File: src/rtl/rvfi_commit_sequencer.sv
// Merges the multi-port RVFI commit stream into one ordered, sequence-tagged
// stream for a single trace consumer. Also owns the sim cycle counter/timeout.
module rvfi_commit_sequencer #(
    parameter int unsigned NR_COMMIT_PORTS = 2,
    parameter int unsigned ENTRY_W         = 256,
    parameter int unsigned DEPTH           = 8,
    localparam int unsigned PW = (NR_COMMIT_PORTS > 1) ? $clog2(NR_COMMIT_PORTS) : 1,
    localparam int unsigned AW = $clog2(DEPTH),
    localparam int unsigned OW = AW + 1
) (
    input  logic                               clk_i,
    input  logic                               rst_ni,
    input  logic [NR_COMMIT_PORTS-1:0]         commit_valid_i,
    input  logic [NR_COMMIT_PORTS*ENTRY_W-1:0] commit_data_i,
    output logic                               out_valid_o,
    input  logic                               out_ready_i,
    output logic [ENTRY_W-1:0]                 out_data_o,
    output logic [PW-1:0]                      out_port_o,
    output logic [31:0]                        out_seq_o,
    output logic [OW-1:0]                      occupancy_o,
    output logic                               overflow_o,
    output logic [31:0]                        drop_cnt_o,
    input  logic [31:0]                        timeout_limit_i,
    output logic [31:0]                        cycle_cnt_o,
    output logic                               timeout_o
);

    logic [ENTRY_W-1:0] data_q [DEPTH];
    logic [PW-1:0]      port_q [DEPTH];
    logic [31:0]        sqn_q  [DEPTH];

    logic [AW-1:0] rd_ptr_q, rd_ptr_d;
    logic [AW-1:0] wr_ptr_q, wr_ptr_d;
    logic [OW-1:0] occ_q, occ_d;
    logic [31:0]   seq_q, seq_d;
    logic [31:0]   drop_q, drop_d;
    logic [31:0]   cyc_q, cyc_d;
    logic          ovf_q, ovf_d;
    logic          tmo_q, tmo_d;

    logic          pop;
    logic [OW:0]   free;
    logic [OW:0]   acc;
    logic [31:0]   ndrop;
    logic [32:0]   drop_sum;
    logic          wr_en  [NR_COMMIT_PORTS];
    logic [AW-1:0] wr_idx [NR_COMMIT_PORTS];
    logic [31:0]   wr_seq [NR_COMMIT_PORTS];

    assign out_valid_o = (occ_q != '0);
    assign out_data_o  = data_q[rd_ptr_q];
    assign out_port_o  = port_q[rd_ptr_q];
    assign out_seq_o   = sqn_q[rd_ptr_q];
    assign occupancy_o = occ_q;
    assign overflow_o  = ovf_q;
    assign drop_cnt_o  = drop_q;
    assign cycle_cnt_o = cyc_q;
    assign timeout_o   = tmo_q;

    always_comb begin
        pop   = out_valid_o & out_ready_i;
        // A same-cycle pop frees its slot for this cycle's pushes.
        free  = (OW+1)'(DEPTH) - {1'b0, occ_q} + (OW+1)'(pop);
        acc   = '0;
        ndrop = '0;
        for (int i = 0; i < NR_COMMIT_PORTS; i++) begin
            wr_en[i]  = 1'b0;
            wr_idx[i] = wr_ptr_q + acc[AW-1:0];
            wr_seq[i] = seq_q + 32'(acc);
            if (commit_valid_i[i]) begin
                if (acc < free) begin
                    wr_en[i] = 1'b1;
                    acc      = acc + (OW+1)'(1);
                end else begin
                    ndrop = ndrop + 32'd1;
                end
            end
        end

        wr_ptr_d = wr_ptr_q + acc[AW-1:0];
        rd_ptr_d = rd_ptr_q + AW'(pop);
        occ_d    = occ_q + acc[OW-1:0] - OW'(pop);
        seq_d    = seq_q + 32'(acc);

        drop_sum = {1'b0, drop_q} + {1'b0, ndrop};
        drop_d   = drop_sum[32] ? '1 : drop_sum[31:0];
        ovf_d    = ovf_q | (ndrop != '0);

        cyc_d = (cyc_q == '1) ? cyc_q : cyc_q + 32'd1;
        tmo_d = tmo_q | (cyc_q > timeout_limit_i);
    end

    always_ff @(posedge clk_i or negedge rst_ni) begin
        if (!rst_ni) begin
            rd_ptr_q <= '0;
            wr_ptr_q <= '0;
            occ_q    <= '0;
            seq_q    <= '0;
            drop_q   <= '0;
            cyc_q    <= '0;
            ovf_q    <= 1'b0;
            tmo_q    <= 1'b0;
        end else begin
            rd_ptr_q <= rd_ptr_d;
            wr_ptr_q <= wr_ptr_d;
            occ_q    <= occ_d;
            seq_q    <= seq_d;
            drop_q   <= drop_d;
            cyc_q    <= cyc_d;
            ovf_q    <= ovf_d;
            tmo_q    <= tmo_d;
        end
    end

    // Storage needs no reset: contents are only observed while occupancy != 0.
    always_ff @(posedge clk_i) begin
        for (int i = 0; i < NR_COMMIT_PORTS; i++) begin
            if (wr_en[i]) begin
                data_q[wr_idx[i]] <= commit_data_i[i*ENTRY_W +: ENTRY_W];
                port_q[wr_idx[i]] <= PW'(i);
                sqn_q[wr_idx[i]]  <= wr_seq[i];
            end
        end
    end

endmodule

File: config.mk
export PLATFORM = sky130hd
export DESIGN_NAME = rvfi_commit_sequencer
export DESIGN_NICKNAME = d
export VERILOG_FILES = /design/src/rtl/rvfi_commit_sequencer.sv
export SDC_FILE = /design/constraint.sdc
export NUM_CORES = 2
export LEC_CHECK = 0
export CORE_ASPECT_RATIO = 2
export CORE_UTILIZATION = 36
export DETAILED_ROUTE_END_ITERATION = 8
export PLACE_DENSITY = 0.5
export SLEW_MARGIN = 20
export SYNTH_ARGS = -nofsm -noshare
export SYNTH_HDL_FRONTEND = slang
export SYNTH_SLANG_ARGS = --single-unit
File: constraint.sdc
create_clock -name clk_i -period 12.9 [get_ports clk_i]
set_input_delay 2.58 -clock clk_i [delete_from_list [all_inputs] [get_ports clk_i]]
set_output_delay 2.58 -clock clk_i [all_outputs]
set_load 0.02 [all_outputs]
==> flow_metrics.tcl <==
set metrics [dict create \
    antenna_found_initial 160 \
    cts_hold_buffers 0 \
    min_period_ns 7.91 \
    syn_nets 12400 \
    dr.first_iter.drc_count 9423 \
    grt_pass1_vias 91600 \
    track_usage 0.265 \
    p_leak_nw 56.7 \
    synth_warnings 0 \
    synth-seq-area-share 0.580 \
    clock_sinks 2420 \
    nFillCells 32200 \
    worstMarginPinSlew_ns 1.17 \
    start_kind "primary input" \
    ys_types 62 \
    end_kind "flip-flop" \
    cts-root-buf "clkbuf_16" \
    timing.hold.ws_ns 0.453 \
    synth_area_leaders "edfxtp_1, nand2_1, mux4_2, mux2_2, dfrtp_1" \
    synthFlopType "edfxtp_1" \
    wl_per_cell_um 28.2 \
    cp_data_required_time_ns 13.68 \
    vias_per_cell 5.42 \
    drv_slew 0 \
    cp.arrival_ns 8.68 \
    fmax_ghz 0.127 \
    place_congestion 0.896 \
    dieArea_mm2 0.348 \
    area_growth_pct 15.0 \
    ys_ff_latch 2420 \
    cts.clk_slew.worst_paths_ns 0.07 \
    total_power_mw 36.8 \
    setup_viol 0 \
    peakVddDrop_uv 223 \
    status "completed" \
    synth_top_area_cell "edfxtp_1" \
    htree_levels 4 \
    drt_wl_total_um 471000 \
    fp.dieH_um 833 \
    cts_tree "built" \
    numCtsBuffers 236 \
    port_buffers 908 \
    die_w_um 417 \
    fin_crit_sh 0.613 \
    num_vias 90600 \
    dr.pass1.iters 6 \
    skew_ns 0.0669 \
    io_pins 909 \
    path_max_fanout 56 \
    cp_cell_sequence "clkdlybuf4s50_1, nand2_1, ha_1, inv_1, ha_1, nand2b_1, o22ai_2, buf_4, nand2_1, nand2_1, clkinv_1, ha_1, ha_1, nand2_1, nor3_1, o21ai_4, buf_4, buf_4, buf_4, nand2_1, nand2_1" \
    clk_path_buf_depth 4 \
    p_per_area_mw_per_mm2 258 \
    crit_type "primary input to flip-flop" \
    start_util 0.362 \
    grt_start_max_net_pins 136 \
    design.core.area_mm2 0.343 \
    cts_resized 0 \
    fin_tns_setup_ns 0 \
    fin_nets 12500 \
    antenna_left 0 \
    final_common_cell "nand2_1" \
    netlist_instances 11800 \
    hp-class "flip-flop to flip-flop" \
    netlist_area_mm2 0.124 \
    syn_area_per_cell_um2 10.6 \
    maxSlewHeadroom 0.221 \
    mostFrequentLayoutCells "nand2_1, edfxtp_1, clkdlybuf4s50_1, mux4_2, mux2_2" \
    postCtsSetupBuffers 0 \
    synth_edf_count 2304 \
    slowest_delay_ns 0.97 \
    rows 304 \
    cp_common_cell "nand2_1" \
    clkLatencyLatePin_ns 0.93 \
    grt_remaining_overflow 0 \
    async_reset_ff_frac 0.0446 \
    cp_slowest_cell "buf_4" \
    hold_viol 0 \
    dp_hpwl_um 263000 \
    final_util 0.416 \
    grt_first_pass_wirelength_um 665000 \
    synth_top_area_frac 0.557 \
    drv_cap 0 \
    layout-drive-gt1-share 0.115 \
    rsz0062_at_grt "false" \
    drc 0 \
]
report_power, final:
group,internal (mW),switching [mW],leakage (nW),total [mW]
Sequential,12.1,0.706,22.8,12.8
Clock,3.76,3.22,3.62,6.98
Combinational,6.13,10.9,30.3,17.0
Total,22.0,14.8,56.7,36.8
cells by family after synthesis:
| group | after synthesis | share of synthesized area |
|---|---|---|
| compound gates | 110 | 0.00592 |
| xor+xnor | 307 | 0.0216 |
| fa+ha+maj | 59 | 0.00618 |
| buf+inv | 1279 | 0.0485 |
| flops | 2420 | 0.580 |
| mux | 870 | 0.131 |
| simple gates | 6723 | 0.207 |
cells in the mapped netlist (8+ instances only):
| cell | count |
|---|---|
| a21o_1 | 14 |
| a21oi_1 | 17 |
| and2_1 | 10 |
| and3_1 | 22 |
| and4_1 | 13 |
| buf_1 | 103 |
| buf_2 | 535 |
| buf_4 | 96 |
| buf_6 | 8 |
| clkbuf_1 | 367 |
| clkbuf_2 | 108 |
| dfrtp_1 | 108 |
| dfxtp_1 | 8 |
| edfxtp_1 | 2304 |
| ha_1 | 55 |
| inv_1 | 61 |
| mux2_2 | 292 |
| mux4_2 | 578 |
| nand2_1 | 6366 |
| nand3_1 | 46 |
| nand4_1 | 53 |
| nor2_1 | 165 |
| nor3_1 | 14 |
| o21ai_0 | 40 |
| xnor2_1 | 124 |
| xor2_1 | 183 |
worst max-delay path, delay by kind of cell:
family	cells	cell delay (ns)
adders and majority gates	4	1.02
AOI/OAI and AO/OA	2	0.24
buffers and inverters	7	3.66
and+or+nand+nor	8	1.10
sequential cells by signal, summed over array words and instances, names as in the netlist:
register and flops:
port_q 8, rd_ptr_q 3, seq_q 32, sqn_q 256
data_q 2048, timeout_o 1, cycle_cnt_o 32, occupancy_o 4
overflow_o 1, wr_ptr_q 3, drop_cnt_o 32
routing by layer:
metal  routed length (um)  track usage  up-vias
met3                43100       0.0690     1026
li1                     -            -    39400
met2               237000        0.466     4376
met5                  976            0        -
met4                19100        0.105      150
met1               170000        0.304    45600
final cells by class:
class                           instances  area (um2)  share of cell area
Timing Repair Buffer                 1057       10900              0.0760
Inverter                               62         233             0.00163
Clock buffer                          281        6110              0.0427
Clock inverter                        148        1260             0.00880
Sequential cell                      2420       72100               0.504
Multi-Input combinational cell       8069       46400               0.325
Tap cell                             4590        5740              0.0402
Antenna cell                           74         185             0.00130
final timing paths:
kind / from / to / slack [ns] / cells after the start
worst max-delay path: out_ready_i / data_q[2][127] / 4.99 / 21
worst min-delay path: port_q[3] / port_q[3] / 0.45 / 1
min in group asynchronous: rst_ni / cycle_cnt_o[11] / 1.61 / 1
worst min register to register: port_q[3] / port_q[3] / 0.45 / 1
worst max register to register: occupancy_o[3] / data_q[2][127] / 6.26 / 23
max in group asynchronous: rst_ni / wr_ptr_q[2] / 9.72 / 3
through the flow:
step	instance area [um2]	setup WS [ns]	instances
after detailed placement	135000	4.19	16200
final	143000	4.99	16700
after global placement	135000	4.29	16200
after global routing	143000	4.83	16700
after floorplan	124000	0.408	11800
after CTS	143000	4.97	16600
Note: power is estimated with default switching activity, not from simulation.
